**config.mk**
```make
export PLATFORM = sky130hd
export DESIGN_NAME = fwd_hazard_scoreboard
export DESIGN_NICKNAME = d
export VERILOG_FILES = /design/src/rtl/fwd_hazard_scoreboard.sv
export SDC_FILE = /design/constraint.sdc
export NUM_CORES = 1
export LEC_CHECK = 0
export CAP_MARGIN = 20
export CORE_ASPECT_RATIO = 1.75
export CORE_MARGIN = 5
export CORE_UTILIZATION = 45
export CTS_CLUSTER_SIZE = 16
export DETAILED_ROUTE_END_ITERATION = 7
export PLACE_DENSITY = 0.71
export SYNTH_ARGS = -nofsm -noshare
export SYNTH_HDL_FRONTEND = slang
export SYNTH_SLANG_ARGS = --single-unit
```
**constraint.sdc**
```tcl
create_clock -name clk -period 5.1 [get_ports clk]
set_clock_uncertainty 0.1 [all_clocks]
set_input_delay 1.275 -clock clk [delete_from_list [all_inputs] [get_ports clk]]
set_output_delay 1.275 -clock clk [all_outputs]
set_load 0.005 [all_outputs]
```
**src/rtl/fwd_hazard_scoreboard.sv**
```systemverilog
// fwd_hazard_scoreboard
//
// Forwarding and hazard unit built around a shift-register scoreboard of
// in-flight register writers. Entry 0 is the instruction in EX, entry 1 MEM,
// entry DEPTH-1 WB. Each entry records {valid, rd, avail}, where avail is the
// scoreboard index at which the writer's result first appears on a bypass bus.
//
// Ports:
//   clk, rst          clock and synchronous active-high reset
//   id_valid          ID holds a real instruction
//   id_rs             NSRC packed source register numbers
//   id_rs_use         source i is read
//   id_rs_early       source i is consumed in ID (branch / jalr compare)
//   id_rd             destination register
//   id_regwrite       writes rd with an ALU / PC+4 result
//   id_memread        load that writes rd
//   flush             kill the instruction in ID
//   stall             hold PC and IF/ID, insert a bubble into EX
//   id_fwd_sel        combinational ID-stage bypass select per source
//   ex_fwd_sel        registered EX-stage bypass select per source
//   stall_cnt         saturating count of stall cycles
module fwd_hazard_scoreboard #(
    parameter int REG_AW   = 5,
    parameter int NSRC     = 2,
    parameter int DEPTH    = 3,
    parameter int LOAD_LAT = 2,
    parameter int SELW     = $clog2(DEPTH)
) (
    input  logic                   clk,
    input  logic                   rst,
    input  logic                   id_valid,
    input  logic [NSRC*REG_AW-1:0] id_rs,
    input  logic [NSRC-1:0]        id_rs_use,
    input  logic [NSRC-1:0]        id_rs_early,
    input  logic [REG_AW-1:0]      id_rd,
    input  logic                   id_regwrite,
    input  logic                   id_memread,
    input  logic                   flush,
    output logic                   stall,
    output logic [NSRC*SELW-1:0]   id_fwd_sel,
    output logic [NSRC*SELW-1:0]   ex_fwd_sel,
    output logic [31:0]            stall_cnt
);

    logic [DEPTH-1:0]  valid_r;
    logic [REG_AW-1:0] rd_r    [DEPTH];
    logic [SELW-1:0]   avail_r [DEPTH];

    logic [NSRC-1:0]      hazard_s;
    logic [NSRC*SELW-1:0] id_sel_s;
    logic [NSRC*SELW-1:0] ex_next_s;
    logic [REG_AW-1:0]    rs_s;
    logic                 hit_s;
    int                   k_s;
    int                   av_s;
    logic                 stall_s;
    logic                 issue_s;
    logic                 ins_valid_s;

    // Youngest-match search per source and hazard / select derivation
    always_comb begin
        hazard_s  = '0;
        id_sel_s  = '0;
        ex_next_s = '0;
        rs_s      = '0;
        hit_s     = 1'b0;
        k_s       = 0;
        av_s      = 0;
        for (int i = 0; i < NSRC; i++) begin
            rs_s  = id_rs[i*REG_AW +: REG_AW];
            hit_s = 1'b0;
            k_s   = 0;
            av_s  = 0;
            // Walk oldest to youngest so the smallest matching index wins.
            for (int j = DEPTH - 1; j >= 0; j--) begin
                if (valid_r[j] && (rd_r[j] == rs_s)) begin
                    hit_s = 1'b1;
                    k_s   = j;
                    av_s  = int'(avail_r[j]);
                end else begin
                    hit_s = hit_s;
                end
            end
            if (id_rs_use[i] && (rs_s != '0) && hit_s) begin
                if (id_rs_early[i]) begin
                    if (k_s < av_s) begin
                        hazard_s[i] = 1'b1;
                    end else begin
                        id_sel_s[i*SELW +: SELW] = SELW'(k_s);
                    end
                end else begin
                    // Late consumer meets the producer one stage further on.
                    if ((k_s + 1) < av_s) begin
                        hazard_s[i] = 1'b1;
                    end else if ((k_s + 1) <= (DEPTH - 1)) begin
                        ex_next_s[i*SELW +: SELW] = SELW'(k_s + 1);
                    end else begin
                        // Producer has retired: the register file holds it.
                        ex_next_s[i*SELW +: SELW] = '0;
                    end
                end
            end else begin
                hazard_s[i] = 1'b0;
            end
        end
    end

    // Stall, issue qualification and insertion validity
    always_comb begin
        stall_s     = id_valid && !flush && (|hazard_s);
        issue_s     = id_valid && !stall_s && !flush;
        ins_valid_s = issue_s && (id_regwrite || id_memread) && (id_rd != '0);
    end

    assign stall      = stall_s;
    assign id_fwd_sel = id_sel_s;

    // Scoreboard shift register: insert at index 0, retire at DEPTH-1
    always_ff @(posedge clk) begin
        if (rst) begin
            valid_r <= '0;
            for (int j = 0; j < DEPTH; j++) begin
                rd_r[j]    <= '0;
                avail_r[j] <= '0;
            end
        end else begin
            for (int j = DEPTH - 1; j > 0; j--) begin
                valid_r[j] <= valid_r[j-1];
                rd_r[j]    <= rd_r[j-1];
                avail_r[j] <= avail_r[j-1];
            end
            valid_r[0] <= ins_valid_s;
            rd_r[0]    <= id_rd;
            avail_r[0] <= id_memread ? SELW'(LOAD_LAT) : SELW'(1);
        end
    end

    // EX-stage select register; stalled or flushed slots carry a bubble
    always_ff @(posedge clk) begin
        if (rst) begin
            ex_fwd_sel <= '0;
        end else if (issue_s) begin
            ex_fwd_sel <= ex_next_s;
        end else begin
            ex_fwd_sel <= '0;
        end
    end

    // Saturating stall-cycle counter
    always_ff @(posedge clk) begin
        if (rst) begin
            stall_cnt <= 32'd0;
        end else if (stall_s && (stall_cnt != 32'hFFFF_FFFF)) begin
            stall_cnt <= stall_cnt + 32'd1;
        end else begin
            stall_cnt <= stall_cnt;
        end
    end

endmodule
```
==> impl_metrics.toml, run 1 <==
[yosys]
yosys.area.top_type = "dfxtp_1"
synthArstFlopShare_pct = 0
synthTopCellsByArea = "dfxtp_1 (37%), xnor2_1 (6.0%), nor2b_1 (5.6%), a21oi_1 (4.2%), or4_1 (4.0%)"
synth_enable_flop_cells = 0
ys_warn_count = 0
ys_seq_elements = 60
syn_area_per_cell_um2 = 8.51
netlist_instances = 379
yosysUniqueCellTypes = 52
synth_nets = 407
syn_area_um2 = 3230
ys_seq_area_share_pct = 37.2
synthFlopType = "dfxtp_1"
yosysTopAreaCellShare_pct = 37.2

[global_route]
grt_pass1_vias = 3650
overflow = 0
antenna_found_initial = 0
track_usage_pct = 25.1
grt_pass1_wl_um = 17200
grt_max_degree = 56

[final_layout]
synthToLayoutAreaGrowth_pct = 62.3
utilization_pct = 73.4
seqCellArea_um2 = 1200
fillCellCount = 514
multi_input_area_um2 = 2170
fin_nets = 564
stdcell_count = 627
final_layout_size_suffix_gt1_share_pct = 30.3
diodes = 0

[routing]
via_count = 3667
antenna_left = 0
first_pass_iters = 5
avgViaCountPerCell = 5.85
first_iter_violations = 365
wl_um = 11500
wire_per_inst_um = 18.3
drc = 0

[sta]
slew_headroom_pct = 55.9
min_period_ps = 5200
rsz0062_at_grt = "yes"
tightest_slew_ps = 656
setup_viol = 2
holdWs_ps = 398
setup_ws_ps = -97.8
timing.fmax_mhz = 192
finalHoldViolCount = 0
slew_violations = 0
min_period_over_period_pct = 102

[setup_path]
crit_chain = "clkbuf_2, xnor2_1, nand3_2, nor2_2, nand2_1, o21ai_1, mux2i_1, ha_1, o21bai_2, nor2b_1, a31oi_1, a32oi_1, a21o_1, o21ai_2, nand2_2, buf_6, inv_2, buf_2"
worst_ep_required_time_ps = 3720
worst_setup_path_end_kind = "output port"
critPathBufInv = 4
start_kind = "primary input"
critPathMaxFanout = 4
slowest_stage = "ha_1"
critical_path_arrival_ps = 3820
crit_family = "compound AO/OA/AOI/OAI gates"
cp_slowest_stage_delay_ps = 320
worstSetupPathType = "primary input to output port"

[floorplanning]
die_width_um = 74
rows = 41
core_um2 = 7130
die_height_um = 122
die-area_um2 = 9030
pin_count = 66
initial_core_util_pct = 45.2

[cts]
clock_latency_ps = 340
cts_max_path_buffers = 2
cts_inserted_buffers = 9
cts.sinks = 60
cts_root_buffer = "clkbuf_16"
cts_hold_buffers = 0
clk_pin_slew_ps = 50
cts_tree = "done"
h-tree-depth = 3

[placed_design]
post-place-cells = 560
port_buffers = 65
hpwl_um = 6870
place_congestion = 0.935
place_ws_ps = -951

[pwr]
p_leak_nw = 2.01
powerDensity_nw_per_um2 = 225
vdd_drop_max_v = 0.000195

[flow_run]
max_cap_viol_count = 0

[status]
violations = "setup timing"
status = "complete, but fails checks"

[min_path]
hp-class = "register to register"
-- final cells by class --
cell class,count,area share (%)
clock inverter,1,0.0956
sequential,60,22.9
timing repair buffer,159,27.4
multi-input combinational,296,41.5
clock buffer,15,5.30
tap,86,2.05
inverter,10,0.717
-- kinds of logic after synthesis --
kind of cell / Yosys count / synth area share [%]
muxes: 5 / 1.78
and+or+nand+nor: 176 / 31.9
AOI/OAI and AO/OA: 78 / 15.9
xor gates and xnor gates: 32 / 8.69
buffers and inverters: 25 / 3.34
DFF: 60 / 37.2
adders and majority gates: 3 / 1.16
-- cells in the final DEF, fill, tap and decap left out, drive strengths merged, types with 2 or more instances in the layout --
| master | count |
|---|---|
| buf | 100 |
| dfxtp | 60 |
| clkdlybuf4s50 | 51 |
| nor2b | 29 |
| a21oi | 27 |
| nor2 | 23 |
| nand2 | 22 |
| xnor2 | 22 |
| nand3 | 20 |
| clkbuf | 20 |
| or4 | 17 |
| o21ai | 16 |
| o31ai | 14 |
| nand4 | 13 |
| or3 | 12 |
| and3 | 12 |
| inv | 10 |
| xor2 | 10 |
| and4 | 6 |
| nor4 | 6 |
| and2 | 5 |
| or2 | 3 |
| a31o | 3 |
| nor3 | 3 |
| ha | 3 |
| mux2 | 3 |
| mux2i | 2 |
| a32oi | 2 |
| nand2b | 2 |
| o22ai | 2 |
| nor4b | 2 |
| dlygate4sd2 | 2 |
| o21bai | 2 |
-- sequential cells by signal (all words and copies together), names as in the netlist --
register and flops:
stall_cnt 32, rd_r 15, avail_r 6, valid_r 3, ex_fwd_sel 4
-- layer usage --
| metal | track usage (%) | wire, um |
|---|---|---|
| met5 | 0 | 0 |
| met4 | 18.7 | 738 |
| met3 | 5.62 | 645 |
| met1 | 23.0 | 3620 |
| met2 | 45.7 | 6470 |
-- worst reg2reg max path: cells and delay by family, from the launching register on --
kind / cells / cell delay (ps)
simple gates: 6 / 830
xor+xnor: 1 / 120
buf+inv: 14 / 1680
compound gates: 7 / 900
fa+ha+maj: 1 / 310
flops: 1 / 500
-- through the flow --
| stage | TNS [ps] | cell area [um^2] | power [W] |
|---|---|---|---|
| after floorplan | 0 | 3230 | 0.000535 |
| after global placement | -6360 | 4260 | 0.000585 |
| after detailed placement | -6680 | 4260 | 0.000587 |
| after CTS | -339 | 5030 | 0.00116 |
| after global routing | -746 | 5240 | 0.00122 |
| final | -148 | 5240 | 0.00118 |
-- cell usage after synthesis (all sizes together) (3+ instances only) --
library cell and instances:
o21ai 16, xor2 10, ha 3, nand2 22, nor2 21, dfxtp 60, or3 12, xnor2 22
nor4 6, and3 12, or2 3, nor3 3, and2 5, a31o 3, mux2 3, a21oi 27
nor2b 29, or4 17, nand3 20, nand4 13, buf 7, clkbuf 8, o31ai 14, and4 6
inv 10
-- what timing repair did --
item                                    4_1_cts  5_1_grt
hold endpoints to repair                      0        0
endpoints found under the setup margin        3       34
pin swaps                                    37       32
gates resized for setup                      65       45
gates cloned                                  4        0
setup buffers                                43       10
-- power breakdown --
part / internal [W] / switching, W
sequential: 0.000477 / 0.0000124
clock: 0.000368 / 0.000210
combinational: 0.0000615 / 0.0000523
-- final timing paths --
kind | start | endpoint | slack, ps | cells after the start
setup / recovery | id_rs[9] | stall | -100 | 18
hold / removal | avail_r[0][3] | avail_r[0][5] | 400 | 1
setup reg to reg | rd_r[0][13] | stall_cnt[24] | 530 | 29
hold reg to reg | avail_r[0][3] | avail_r[0][5] | 400 | 1
Note: power is estimated with default switching activity, not from simulation.
==> run 2: changes to the inputs <==
- DONT_BUFFER_PORTS: unset -> 1
- PLACE_DENSITY: 0.71 -> unset
==> run 2 against run 1 <==
Effect of this change:
- the flow now finishes without violations
- critical endpoint unchanged
- worst setup slack better by 270 ps
- sequential share of layout area up 10 points
- sequential power about the same
- count of clock-buffer cells in the layout down 1
- global-route usage down 5.3 points
- largest cell class unchanged
- flip-flop and latch count unchanged
- utilization down 22 points
- first-iteration DRC count down 40%
- register-to-register slack better by 820 ps
- critical path depth down 3
- clock power up 5.5%
- non-clock buffer count down 153
==> impl_metrics.toml, run 2 (synthesized netlist as in run 1, its figures left out) <==
[setup_path]
worst_setup_path_end_kind = "output port"
crit_family = "simple AND/OR/NAND/NOR gates"
worst_ep_required_time_ps = 3720
crit_chain = "xor2_1, nor4_2, nand2_1, nor2_1, a21boi_1, nor2_1, a21oi_1, ha_1, o21ba_2, and3_1, a22oi_1, a2bb2oi_2, o21ai_2, nand2_1, inv_1"
cp_slowest_stage_delay_ps = 300
start_kind = "primary input"
critPathBufInv = 1
reg2reg_depth = 14
worstSetupPathType = "primary input to output port"
critPathMaxFanout = 4
critical_path_arrival_ps = 3550
slowest_stage = "nor4_2"
cp.depth = 15

[global_route]
grt_pass1_wl_um = 13500
antenna_found_initial = 0
grtUsageMet3_pct = 7.35
grt_use_met1_pct = 17.9
grt_max_degree = 57
track_usage_pct = 19.8
overflow = 0
top_usage_layer = "met2"
gr-usage-met2_pct = 35.9
grt_pass1_vias = 2776

[floorplanning]
rows = 41
core_um2 = 7130
die-area_um2 = 9030
die_width_um = 74
die_height_um = 122
initial_core_util_pct = 45.2
pin_count = 66

[sta]
holdWs_ps = 402
finalHoldViolCount = 0
slew_violations = 0
tightest_slew_ps = 998
timing.fmax_mhz = 203
slew_headroom_pct = 33.3
min_period_ps = 4930
final.setup.tns_ps = 0
min_period_over_period_pct = 96.6
setup_viol = 0

[final_layout]
synthToLayoutAreaGrowth_pct = 13.1
largest_reg_flops = 32
most-common-layout-cells = "dfxtp_1 (60), nor2b_1 (29), a21oi_1 (27)"
diodes = 0
final_common_cell = "dfxtp_1"
fin_nets = 409
final_layout_size_suffix_gt1_share_pct = 8.57
fillCellCount = 698
top_regs = "stall_cnt (32), rd_r (15), avail_r (6)"
top_register = "stall_cnt"

[cts]
cts_setup_buffers = 0
h-tree-depth = 3
cts.sinks = 60
cts_tree = "done"
cts_root_buffer = "clkbuf_16"
clk_pin_slew_ps = 50
clock_latency_ps = 330
cts_inserted_buffers = 9
cts_max_path_buffers = 2

[routing]
wire_per_inst_um = 17.9
first_iter_violations = 219
drc = 0
via_count = 2843
antenna_left = 0
avgViaCountPerCell = 6.04
wl_um = 8440
first_pass_iters = 4

[placed_design]
place_congestion = 0.827
port_buffers = 0
hpwl_um = 6350

[status]
status = "completed"

[flow_run]
max_cap_viol_count = 0

[pwr]
powerDensity_nw_per_um2 = 314
p_leak_nw = 1.22
vdd_drop_max_v = 0.000206

[min_path]
hold_depth = 1
hp-class = "register to register"
[run 2: timing repair]
action	CTS	global route
hold buffers	0	0
gates resized for setup	0	8
endpoints found under the setup margin	0	1
[run 2: stage by stage]
| step | worst slack [ps] | power, W | std cells | utilization [%] | instance area [um^2] |
|---|---|---|---|---|---|
| after floorplan | 124 | 0.000535 | 379 | - | 3230 |
| after global placement | 168 | 0.000542 | 456 | 46.4 | 3310 |
| after detailed placement | 79.6 | 0.000542 | 456 | 46.4 | 3310 |
| after CTS | 76.9 | 0.00116 | 471 | 50.7 | 3610 |
| after global routing | -24.9 | 0.00119 | 471 | 51.1 | 3650 |
| final | 175 | 0.00115 | 471 | 51.1 | 3650 |
[run 2: power by group]
group          switching (W)  internal, W  total [W]
logic              0.0000222    0.0000257  0.0000479
clock network       0.000195     0.000415   0.000610
registers         0.00000993     0.000477   0.000487
[run 2: cell type report]
cell class / count / area, um^2 / area share, %
multi-input combinational: 294 / 1950 / 53.5
tap: 86 / 108 / 2.95
inverter: 10 / 37.5 / 1.03
clock buffer: 14 / 274 / 7.51
timing repair buffer: 6 / 45.0 / 1.23
clock inverter: 1 / 30.0 / 0.823
sequential: 60 / 1200 / 32.9
[run 2: path summary, 6_finish.rpt]
kind                            slack (ps)             to          start
worst max-delay path                   170          stall       id_rs[4]
worst min-delay path                   400  avail_r[0][2]  avail_r[0][0]
worst min register to register         400  avail_r[0][2]  avail_r[0][0]
worst max register to register        1350  stall_cnt[29]     rd_r[0][3]
[run 2: per-layer routing]
metal / up-vias / part of all wire [%] / wire length (um)
li1: 1398 / - / -
met1: 1345 / 34 / 2860
met2: 73 / 55 / 4600
met3: 27 / 6.4 / 538
met4: 0 / 5.2 / 437
met5: - / 0 / 0
==> run 3: changes to the inputs <==
- clock period: 5.1 -> 5.4 ns (I/O delays scaled with it)
==> run 3 against run 2 <==
Effect of this change:
- global-route usage fell by 0.13 points
- combinational power decreased by 10%
- critical endpoint unchanged
- critical path type unchanged
- die area unchanged
- flip-flop and latch count unchanged
- register-to-register slack improved by 200 ps
- critical path depth is 2 lower
- clock power is 15% lower
- design area fell by 2.4%
- worst hold slack improved by 3.3 ps
==> impl_metrics.toml, run 3 (synthesized netlist as in run 1, its figures left out) <==
[sta]
final.setup.tns_ps = 0
slew_headroom_pct = 33.4
slew_violations = 0
min_period_ps = 5160
rsz0062_at_grt = "no"
timing.fmax_mhz = 194
setup_viol = 0
min_period_over_period_pct = 95.6
finalHoldViolCount = 0
tightest_slew_ps = 996

[routing]
via_count = 2845
drc = 0
wl_met1_um = 2940
wl_um = 8510
route.met3.wl_um = 485
wire_per_inst_um = 18.2
first_iter_violations = 158
route.top_layer_used = "met4"
first_pass_iters = 4
dr_wl_met2_um = 4650
avgViaCountPerCell = 6.09
antenna_left = 0

[setup_path]
start_kind = "primary input"
cp_slowest_stage_delay_ps = 360
worst_ep_required_time_ps = 3950
worstSetupPathType = "primary input to output port"
critPathMaxFanout = 7
r2r_setup_slack_ps = 1550
worstReg2RegEnd = "stall_cnt[27]"
crit_top_cell = "and3_1"
crit_chain = "xor2_1, nor4_1, and3_1, nor2_1, a21oi_1, ha_1, o21ba_2, and3_1, a22oi_1, a2bb2oi_1, o21ai_1, nand2_1, inv_1"
reg2reg_depth = 14
critical_path_arrival_ps = 3710
worst_setup_path_end_kind = "output port"
timing.rr.start = "rd_r[0][3]"
slowest_stage = "and3_1"

[final_layout]
final_common_cell = "dfxtp_1"
final_layout_size_suffix_gt1_share_pct = 6.30
top_register = "stall_cnt"
fin_nets = 405
seqCellArea_um2 = 1200
diodes = 0
fillCellCount = 716
synthToLayoutAreaGrowth_pct = 10.4
multi_input_area_um2 = 1930
largest_reg_flops = 32
top_regs = "stall_cnt (32), rd_r (15), avail_r (6)"
most-common-layout-cells = "dfxtp_1 (60), nor2b_1 (29), a21oi_1 (27)"

[global_route]
antenna_found_initial = 0
track_usage_pct = 19.6
overflow = 0
grt_pass1_vias = 2796
grt_max_degree = 57
grt_pass1_wl_um = 13300

[pwr]
power.internal_w = 0.000804
combPwrFrac_pct = 4.2
power_switching_w = 0.000218
p_leak_nw = 1.18
vdd_drop_max_v = 0.000172
powerDensity_nw_per_um2 = 287
power_w = 0.00102
power_frac_clock_pct = 50.8
swShare_pct = 21.3
seqPwrFrac_pct = 45.0

[placed_design]
port_buffers = 0
hpwl_um = 6360
place_congestion = 0.857

[min_path]
hp-class = "register to register"
hold_depth = 2
min_delay_worst_endpoint = "stall_cnt[18]"
hp-start = "stall_cnt[18]"

[flow_run]
max_cap_viol_count = 0

[cts]
cts_root_buffer = "clkbuf_16"
clock_latency_ps = 330
cts_inserted_buffers = 9
cts_tree = "done"
h-tree-depth = 3
clk_pin_slew_ps = 50
cts_max_path_buffers = 2
cts.sinks = 60

[floorplanning]
core_um2 = 7130
die_width_um = 74
pin_count = 66
rows = 41
initial_core_util_pct = 45.2
die-area_um2 = 9030
die_height_um = 122

[status]
status = "completed"
-- run 3: cell count changes in the layout (fill, tap and decap cells not counted), sizes merged --
| cell | previous run | this run |
|---|---|---|
| buf | 6 | 2 |
| clkinv | 0 | 2 |
| bufinv | 1 | 0 |
| clkbuf | 14 | 13 |
-- run 3: area by class of cell --
cell class / instances / area share, %
Tap cell: 86 / 3.02
Timing Repair Buffer: 2 / 0.422
Clock buffer: 13 / 7.31
Multi-Input combinational cell: 294 / 54.2
Sequential cell: 60 / 33.7
Inverter: 10 / 1.05
Clock inverter: 2 / 0.281
-- run 3: metrics by stage --
step	utilization (%)	std cells	setup WS, ps	hold WS [ps]	instance area [um^2]
after CTS	49.8	467	193	410	3550
after global routing	49.9	467	25.8	427	3560
final	49.9	467	240	405	3560
after global placement	46.0	452	283	388	3280
after detailed placement	46.0	452	203	401	3280
after floorplan	-	379	274	353	3230
-- run 3: worst max-delay path by stage --
stage / start / endpoint / slack (ps)
6_report: id_rs[3] / stall / 240
5_1_grt: id_rs[4] / stall / 30
4_1_cts: id_rs[0] / stall / 190
3_5_place_dp: id_rs[0] / stall / 200
3_3_place_gp: id_rs[0] / stall / 280
2_1_floorplan: id_rs[3] / stall / 270
-- run 3: worst max-delay path, delay by kind of cell --
family | cells | cell delay, ps
fa+ha+maj | 1 | 260
buf+inv | 1 | 110
xor+xnor | 1 | 130
simple gates | 5 | 1060
compound gates | 5 | 810
-- run 3: routing by layer --
metal,vias to the layer above,GRT usage [%]
met5,-,0
met4,0,14.6
met3,25,5.12
met2,84,36.1
li1,1392,-
met1,1344,17.3
-- run 3: power groups by stage --
stage | registers (W) | logic (W) | clock network [W]
finish | 0.000460 | 0.0000431 | 0.000519
global route | 0.000460 | 0.0000482 | 0.000553
CTS | 0.000460 | 0.0000424 | 0.000532
detailed placement | 0.000469 | 0.0000421 | 0
global placement | 0.000469 | 0.0000413 | 0
floorplan | 0.000464 | 0.0000406 | 0
-- run 3: repair_timing --
action,in CTS,in global routing
setup buffers,0,0
hold buffers,0,0
gates resized for setup,0,3
endpoints found under the setup margin,0,1
endpoints found under the hold margin,0,0
